$ cat src/rtl/tiled_psum_accumulator_pkg.sv
// Shared types and helpers for the tiled partial-sum accumulator.
package kan_tiling_pkg;

    typedef enum logic [1:0] {
        ST_IDLE  = 2'd0,
        ST_ACCUM = 2'd1,
        ST_FINAL = 2'd2,
        ST_DRAIN = 2'd3
    } state_t;

    // Working width for saturating arithmetic; every target width must be below this.
    localparam int unsigned SAT_W = 64;

    localparam int unsigned DEF_MAX_TILES = 16;
    localparam int unsigned DEF_ACC_DEPTH = 64;

    // Width of a counter/config field able to hold the value n.
    function automatic int unsigned cnt_w(input int unsigned n);
        return $clog2(n + 1);
    endfunction

    // Clamp x to the signed range of a w-bit value.
    function automatic logic signed [SAT_W-1:0] sat(input logic signed [SAT_W-1:0] x,
                                                    input int unsigned w);
        logic signed [SAT_W-1:0] hi;
        logic signed [SAT_W-1:0] lo;
        hi = $signed((SAT_W'(1) << (w - 1)) - SAT_W'(1));
        lo = ~hi;
        if (x > hi) begin
            return hi;
        end
        if (x < lo) begin
            return lo;
        end
        return x;
    endfunction

endpackage

$ cat src/rtl/tiled_psum_accumulator_lane_ram.sv
// Per-lane accumulator storage: async read, sync write on a shared address.
module psum_lane_ram #(
    parameter int unsigned DEPTH = 64,
    parameter int unsigned WIDTH = 24,
    parameter int unsigned AW    = 6
) (
    input  logic             clk,
    input  logic             wr_en,
    input  logic [AW-1:0]    addr,
    input  logic [WIDTH-1:0] wr_data,
    output logic [WIDTH-1:0] rd_data
);

    logic [WIDTH-1:0] mem [DEPTH];

    always_ff @(posedge clk) begin
        if (wr_en) begin
            mem[addr] <= wr_data;
        end
    end

    assign rd_data = mem[addr];

endmodule

$ cat src/rtl/tiled_psum_accumulator.sv
// Sums cfg_tiles passes of per-lane psums in on-chip RAM and streams saturated
// final sums on the last pass; all lanes move in lockstep.
module tiled_psum_accumulator
    import kan_tiling_pkg::*;
#(
    parameter int unsigned BATCH_SIZE    = 1,
    parameter int unsigned RSLT_CHANNELS = 1,
    parameter int unsigned RSLT_WIDTH    = 16,
    parameter int unsigned ACC_WIDTH     = RSLT_WIDTH + 8,
    parameter int unsigned ACC_DEPTH     = DEF_ACC_DEPTH,
    parameter int unsigned MAX_TILES     = DEF_MAX_TILES,
    localparam int unsigned LANES  = RSLT_CHANNELS * BATCH_SIZE,
    localparam int unsigned TILE_W = cnt_w(MAX_TILES),
    localparam int unsigned LEN_W  = cnt_w(ACC_DEPTH)
) (
    input  logic                        clk,
    input  logic                        rst,
    input  logic [TILE_W-1:0]           cfg_tiles,
    input  logic [LEN_W-1:0]            cfg_len,
    input  logic                        cfg_valid,
    output logic                        cfg_ready,
    input  logic [LANES*RSLT_WIDTH-1:0] s_axis_psum_tdata,
    input  logic [LANES-1:0]            s_axis_psum_tvalid,
    input  logic [LANES-1:0]            s_axis_psum_tlast,
    output logic [LANES-1:0]            s_axis_psum_tready,
    output logic [LANES*RSLT_WIDTH-1:0] m_axis_data_tdata,
    output logic [LANES-1:0]            m_axis_data_tvalid,
    output logic [LANES-1:0]            m_axis_data_tlast,
    input  logic [LANES-1:0]            m_axis_data_tready,
    output logic                        busy,
    output logic                        err_unaligned_pass
);

    localparam int unsigned AW = (ACC_DEPTH > 1) ? $clog2(ACC_DEPTH) : 1;

    state_t state;
    state_t state_nx;

    logic [TILE_W-1:0]           tiles_q;
    logic [TILE_W-1:0]           tile_q;
    logic [AW-1:0]               last_q;
    logic [AW-1:0]               addr_q;
    logic                        out_valid_q;
    logic                        out_last_q;
    logic [LANES*RSLT_WIDTH-1:0] out_data_q;
    logic                        err_q;

    logic [TILE_W-1:0]           tiles_in;
    logic [AW-1:0]               last_in;
    logic                        all_valid;
    logic                        all_ready;
    logic                        out_fire;
    logic                        out_free;
    logic                        accept;
    logic                        addr_end;
    logic                        tile_end;
    logic                        first_pass;
    logic                        wr_en;
    logic [LANES*RSLT_WIDTH-1:0] fin_data;

    // Config decode: zero or out-of-range values fall back to the nearest legal setting.
    always_comb begin
        tiles_in = cfg_tiles;
        if (cfg_tiles == '0) begin
            tiles_in = TILE_W'(1);
        end else if (cfg_tiles > TILE_W'(MAX_TILES)) begin
            tiles_in = TILE_W'(MAX_TILES);
        end
        last_in = AW'(cfg_len - LEN_W'(1));
        if (cfg_len == '0 || cfg_len > LEN_W'(ACC_DEPTH)) begin
            last_in = AW'(ACC_DEPTH - 1);
        end
    end

    assign all_valid  = &s_axis_psum_tvalid;
    assign all_ready  = &m_axis_data_tready;
    assign out_fire   = out_valid_q & all_ready;
    assign out_free   = ~out_valid_q | all_ready;
    assign accept     = all_valid & ((state == ST_ACCUM) | ((state == ST_FINAL) & out_free));
    assign addr_end   = (addr_q == last_q);
    assign tile_end   = (tile_q == TILE_W'(tiles_q - TILE_W'(2)));
    assign first_pass = (tile_q == '0);
    assign wr_en      = accept & (state == ST_ACCUM);

    always_ff @(posedge clk) begin
        if (rst) begin
            state <= ST_IDLE;
        end else begin
            state <= state_nx;
        end
    end

    always_comb begin
        state_nx = state;
        case (state)
            ST_IDLE: begin
                if (cfg_valid) begin
                    state_nx = (tiles_in > TILE_W'(1)) ? ST_ACCUM : ST_FINAL;
                end
            end
            ST_ACCUM: begin
                if (accept && addr_end && tile_end) begin
                    state_nx = ST_FINAL;
                end
            end
            ST_FINAL: begin
                if (accept && addr_end) begin
                    state_nx = ST_DRAIN;
                end
            end
            ST_DRAIN: begin
                if (out_fire) begin
                    state_nx = ST_IDLE;
                end
            end
            default: state_nx = ST_IDLE;
        endcase
    end

    // Counters, tlast checker and one-deep output register.
    always_ff @(posedge clk) begin
        if (rst) begin
            tiles_q     <= TILE_W'(1);
            tile_q      <= '0;
            last_q      <= '0;
            addr_q      <= '0;
            err_q       <= 1'b0;
            out_valid_q <= 1'b0;
            out_last_q  <= 1'b0;
            out_data_q  <= '0;
        end else begin
            if ((state == ST_IDLE) && cfg_valid) begin
                tiles_q <= tiles_in;
                last_q  <= last_in;
                addr_q  <= '0;
                tile_q  <= '0;
                err_q   <= 1'b0;
            end
            if (accept) begin
                if (s_axis_psum_tlast != {LANES{addr_end}}) begin
                    err_q <= 1'b1;
                end
                addr_q <= addr_end ? '0 : AW'(addr_q + AW'(1));
                if (addr_end && (state == ST_ACCUM)) begin
                    tile_q <= TILE_W'(tile_q + TILE_W'(1));
                end
            end
            if (accept && (state == ST_FINAL)) begin
                out_valid_q <= 1'b1;
                out_last_q  <= addr_end;
                out_data_q  <= fin_data;
            end else if (out_fire) begin
                out_valid_q <= 1'b0;
                out_last_q  <= 1'b0;
            end
        end
    end

    for (genvar g = 0; g < int'(LANES); g++) begin : g_lane
        logic signed [RSLT_WIDTH-1:0] psum;
        logic signed [ACC_WIDTH-1:0]  acc_rd;
        logic signed [ACC_WIDTH-1:0]  acc_wr;
        logic signed [SAT_W-1:0]      sum;

        assign psum   = s_axis_psum_tdata[g*RSLT_WIDTH +: RSLT_WIDTH];
        // The first pass ignores stale RAM contents, so no clear is ever needed.
        assign sum    = SAT_W'(psum) + (first_pass ? SAT_W'(0) : SAT_W'(acc_rd));
        assign acc_wr = ACC_WIDTH'(sat(sum, ACC_WIDTH));
        assign fin_data[g*RSLT_WIDTH +: RSLT_WIDTH] = RSLT_WIDTH'(sat(sum, RSLT_WIDTH));

        psum_lane_ram #(
            .DEPTH (ACC_DEPTH),
            .WIDTH (ACC_WIDTH),
            .AW    (AW)
        ) u_ram (
            .clk     (clk),
            .wr_en   (wr_en),
            .addr    (addr_q),
            .wr_data (acc_wr),
            .rd_data (acc_rd)
        );
    end

    assign cfg_ready          = (state == ST_IDLE);
    assign busy               = (state != ST_IDLE);
    assign err_unaligned_pass = err_q;
    assign s_axis_psum_tready = {LANES{accept}};
    assign m_axis_data_tvalid = {LANES{out_valid_q}};
    assign m_axis_data_tlast  = {LANES{out_last_q}};
    assign m_axis_data_tdata  = out_data_q;

endmodule

$ cat config.mk
export PLATFORM = sky130hd
export DESIGN_NAME = tiled_psum_accumulator
export DESIGN_NICKNAME = d
export VERILOG_FILES = /design/src/rtl/tiled_psum_accumulator_pkg.sv /design/src/rtl/tiled_psum_accumulator_lane_ram.sv /design/src/rtl/tiled_psum_accumulator.sv
export SDC_FILE = /design/constraint.sdc
export NUM_CORES = 2
export LEC_CHECK = 0
export BUFFER_PORTS_ARGS = -buffer_cell sky130_fd_sc_hd__buf_2
export CAP_MARGIN = 5
export CORE_MARGIN = 1
export CORE_UTILIZATION = 49
export CTS_BUF_LIST = sky130_fd_sc_hd__clkbuf_16
export CTS_CLUSTER_DIAMETER = 40
export CTS_CLUSTER_SIZE = 40
export DETAILED_ROUTE_END_ITERATION = 10
export HOLD_SLACK_MARGIN = 0.1
export PLACE_DENSITY_LB_ADDON = 0.05
export SLEW_MARGIN = 30
export SYNTH_ARGS = -nofsm -noshare
export SYNTH_HDL_FRONTEND = slang
export SYNTH_HIERARCHICAL = 1
export SYNTH_SLANG_ARGS = --single-unit
export TNS_END_PERCENT = 1
$ cat constraint.sdc
create_clock -name clk -period 16.1 [get_ports clk]
set_clock_uncertainty 0.15 [all_clocks]
set_input_delay 0.805 -clock clk [delete_from_list [all_inputs] [get_ports clk]]
set_output_delay 0.805 -clock clk [all_outputs]
set_load 0.05 [all_outputs]
# After elaboration in Yosys (flattened, before gate mapping)
# Memory sizes are Yosys's and may differ from the RTL's. A register that Yosys moved wholly into a read port is not among the register bits.
# Cells that the tools add are included.
# word_totals
ff_bits	43
output_inout_bits	22
word_cells	93
n_memories	1
input_bits	34
ramBits	1536
# classes
order_cmp	7
reduce_logical	14
muxes	40
add_sub_neg	5
bitwise	7
eq_ne	10
# mem_list
memory	words	width	read_ports	rd_clocked_by_memory_dff	write_ports	line	text
g_lane[0].u_ram.mem	64	24	1	1	1	tiled_psum_accumulator_lane_ram.sv:14	logic [WIDTH-1:0] mem [DEPTH];
# ops
op	n
$mux 24	4
$add 16x64->64	1
$gt 64x16->1 const B	1
$gt 64x24->1 const B	1
$lt 64x16->1 const B	1
$lt 64x24->1 const B	1
$mux 16	4
$mux 64	1
$mux 6	6
$mux 5	5
$mux 1	14
$logic_not 5->1	2
$mux 2	5
$pmux 2 s4	1
$gt 7x7->1 const B	1
$logic_not 7->1	1
$add 6x1->6 const B	1
$eq 6x6->1	1
$reduce_bool 2->1	3
$sub 6x1->6 const B	1
$add 5x1->5 const B	1
$eq 5x5->1	1
$gt 5x1->1 const B	1
$gt 5x5->1 const B	1
other kinds (13)	24

# Logic depth before layout (Yosys ltp)
# depth
word_depth	9
mapped_depth	28
depth_no_buf	22

# Modules after synthesis
# The synthesis kept the hierarchy.
# by_module_without_submodules
mod	area_per_inst_um2	n_inst	seq_area_each_um2	cells_each
psum_lane_ram	58982.8	1	46124.2	3382
tiled_psum_accumulator	4144.0	1	860.8	539

# Worst setup path after synthesis
# OpenSTA, ideal clock, no wires.
# synth_path
kind	reg2reg
start	register addr_q[0] (netlist name)
end	memory g_lane[0].u_ram.mem[0][12] (data pin)
path_slack_ns	6.772
path_buffers	4
stages_incl_launch_ff	24
setup_time_ns	0.702
period_less_slack_ns	9.328
arrival_time_ns	8.477
required_time_ns	15.248
cell_sequence	dfxtp_1 buf_2 buf_4 clkbuf_1 mux4_2 a211o_1 a2111oi_0 nand4_1 nor2b_1 ha_1 fa_1 a21o_1 a221o_1 a21oi_4 a2bb2oi_1 o21ai_1 a21o_1 fa_1 or4bb_1 nor4_1 o21a_1 nor2_1 clkbuf_1 o21ai_0
# synth_lines
item	line
to (decl)	tiled_psum_accumulator_lane_ram.sv:14

==> results.ini <==
[logic_synthesis]
synth_top_area_cell=edfxtp_1
async_flop_share_pct=0
synthDistinctLibCells=74
avgSynthCellArea_um2=16.1
synth_warnings=6
ys_seq_area_share_pct=74.4
synth_area_mm2=0.0631
synth_nets=3999
synthFlopType=edfxtp_1
synth_area_leaders=edfxtp_1 73%, a221oi_1 2.9%, a22oi_1 2.4%
synth-edff-count=1536
synthCells=3921
synthDominantCellAreaShare_pct=73.1
ys_ff_latch=1579

[critical_path]
reg2regPathDepth=25
cp_slowest_cell=buf_4
start_kind=flop
crit_family=compound AO/OA/AOI/OAI gates
path_max_fanout=67
crit_arrival_ps=10820
cp.required_ps=16510
cp-end-kind=flop
path_common_cell=buf_4
slowest_delay_ps=870
crit-reg2reg-launch=addr_q[1]$_SDFFE_PP0P_
r2r_setup_slack_ps=5690
worstSetupPathType=flop to flop
path_buf_inv=5
r2r_end=g_lane[0].u_ram/mem[25][8]$_DFFE_PP_

[layout]
layout.cells.non_filler=5860
fillers=9777
multiInputGateArea_mm2=0.0155
regArea_mm2=0.0470
drive_gt1_share_pct=18.8
area_delta_synth_final_pct=15.3
post-route-cell-area_mm2=0.0728
finalNetCount=4109

[pwr]
power_density_mw_per_mm2=136
p_leak_uw=0.0230
totalPowerFinal_uw=9900
irDropWorstVdd_mv=0.114

[sta]
tns_ps=0
worst-slew-pin-transition_ps=1090
maxSlewHeadroom_pct=27.3
fmax_mhz=96.1
fin_ws_ps=5690
setup_viol=0
period_needed_ps=10410
rsz0062_at_grt=no
final_max_slew_viol_count=0
fin_crit_sh_pct=64.7
hold_viol_final=0

[cts]
htree_levels=4
cts_sinks=1579
cts.reportedPaths.clkPinSlew_ps=50
cts_setup_buffers=0
clock_latency_ps=810
cts_buffers=191
cts_tree=done
root_buffer=clkbuf_16
clockBufferDepth=3
post_cts_resized=0
cts_hold_buf=2

[floorplan]
start_util_pct=49.4
die_y_um=361
core_area_mm2=0.128
die-width_um=361
rows=131
die_area_mm2=0.130
ios=56

[route]
drtIter0Drc=5692
avgRoutedWirePerCell_um=36.0
vias=39500
first_pass_iters=6
post-route-drc-count=0
route.antenna.remaining_nets=0
finalWirelength_mm=211
viasPerCell=6.75

[placed_design]
dp_cells=5496
place_congestion=0.937
io_buffers=55
place_worst_setup_slack_ps=5830
hpwl_mm=118
placed_area_mm2=0.0662

[global_route]
antenna_found_initial=10
grt_usage_pct=32.1
grt_pass1_vias=38400
grt_overflow=0
grt_max_degree=115
grt_pass1_wl_mm=293

[min_path]
min_path_type=primary input to flop
hold_end=m_axis_data_tvalid$_SDFFE_PP0P_
hp-start=s_axis_psum_tvalid
min_path_cells=3

[run]
maxCapViolCount=0

[run_status]
outcome=finished clean

[power by group]
group	switching (µW)	internal [µW]	total (µW)	leakage (µW)
clock network	1760	2640	4400	0.00325
logic	673	241	914	0.00575
registers	14.3	4570	4580	0.0141
total	2440	7450	9900	0.0230
[metal layers]
metal,up-vias,GRT usage (%),part of all wire [%]
met2,2419,50.0,46
li1,16300,-,-
met4,6,13.1,4.2
met5,-,0,0.016
met1,20400,43.5,39
met3,386,7.86,11
[cells in the final DEF (no fill, tap or decap), drive strengths merged, types with 72 or more instances in the layout]
| cell | count |
|---|---|
| mux2 | 119 |
| mux2i | 114 |
| a22o | 72 |
| inv | 76 |
| nand2 | 114 |
| o21ai | 172 |
| buf | 208 |
| a22oi | 202 |
| a21oi | 189 |
| clkbuf | 199 |
| a221oi | 210 |
| nor2 | 201 |
| edfxtp | 1536 |
[Yosys cell counts (all sizes together) (20+ instances only)]
master and count:
nand3 26, ha 34, o221ai 24, a221oi 210, nand2 114, inv 21
a22oi 202, edfxtp 1536, nor2b 38, o21ai 172, dfxtp 43, nor3 49
o32ai 25, xnor2 24, mux2 119, mux2i 114, clkbuf 141, a211oi 24
a31oi 22, a2111oi 21, buf 152, or3 22, a221o 60, a22o 72
nor2 201, o22ai 46, a21oi 189, nand4 20
[sequential cells by signal, indices dropped and copies added (netlist names)]
name and flops:
tile_q 5, m_axis_data_tvalid 1, last_q 6, m_axis_data_tdata 16
err_unaligned_pass 1, g_lane.u_ram/mem 1536, tiles_q 5, state 2
addr_q 6, m_axis_data_tlast 1
[kinds of logic (layout without fill, tap and decap cells)]
| group | count (synthesis) | count (layout) | synth area share [%] |
|---|---|---|---|
| adders and majority gates | 44 | 44 | 0.991 |
| and+or+nand+nor | 537 | 537 | 4.02 |
| AOI/OAI and AO/OA | 1159 | 1159 | 13.3 |
| DFF | 1579 | 1579 | 74.4 |
| other | 0 | 1 | 0 |
| buffers and inverters | 315 | 591 | 2.21 |
| muxes | 248 | 248 | 4.47 |
| xor gates and xnor gates | 39 | 39 | 0.541 |
[worst register-to-register path, cell delays in order, from the launching register on]
cell	delay, ps
dfxtp_4	440
buf_4	500
buf_4	740
and2_4	610
buf_4	890
a221oi_1	280
nor2_1	300
o21ai_0	130
o211ai_1	370
or4_1	350
nor2b_1	180
ha_1	320
and3_1	220
a221o_1	410
a21oi_4	220
a2bb2oi_1	280
o21ai_1	200
a21o_1	240
fa_1	520
or4bb_1	510
nor4_1	290
o21a_1	250
nor2_4	40
buf_4	350
o21ai_4	890
buf_4	470
[per-stage QoR]
step,hold slack [ps],utilization [%]
detailed placement,303,51.8
global placement,299,51.7
floorplan,299,-
global route,158,57.0
finish,166,57.0
CTS,102,57.0
[cell type report]
cell class	count	area share, %
Clock buffer	199	6.84
Sequential cell	1579	64.5
Inverter	22	0.119
Timing Repair Buffer	210	2.18
Multi-Input combinational cell	2027	21.3
Clock inverter	160	2.20
Tap cell	1662	2.86
Antenna cell	1	0.00344
[worst max-delay path by stage]
| stage | from | endpoint | slack, ps | cells after the start |
|---|---|---|---|---|
| 6_report | addr_q[1]$_SDFFE_PP0P_ | g_lane[0].u_ram/mem[25][8]$_DFFE_PP_ | 5690 | 25 |
| 5_1_grt | addr_q[1]$_SDFFE_PP0P_ | g_lane[0].u_ram/mem[49][8]$_DFFE_PP_ | 5450 | 25 |
| 4_1_cts | addr_q[1]$_SDFFE_PP0P_ | g_lane[0].u_ram/mem[22][14]$_DFFE_PP_ | 5800 | 25 |
| 3_5_place_dp | addr_q[1]$_SDFFE_PP0P_ | g_lane[0].u_ram/mem[21][14]$_DFFE_PP_ | 5830 | 25 |
| 3_3_place_gp | addr_q[1]$_SDFFE_PP0P_ | g_lane[0].u_ram/mem[21][14]$_DFFE_PP_ | 5990 | 25 |
| 2_1_floorplan | addr_q[0]$_SDFFE_PP0P_ | g_lane[0].u_ram/mem[0][12]$_DFFE_PP_ | 6770 | 23 |
Power figures use the tool's default switching activity.
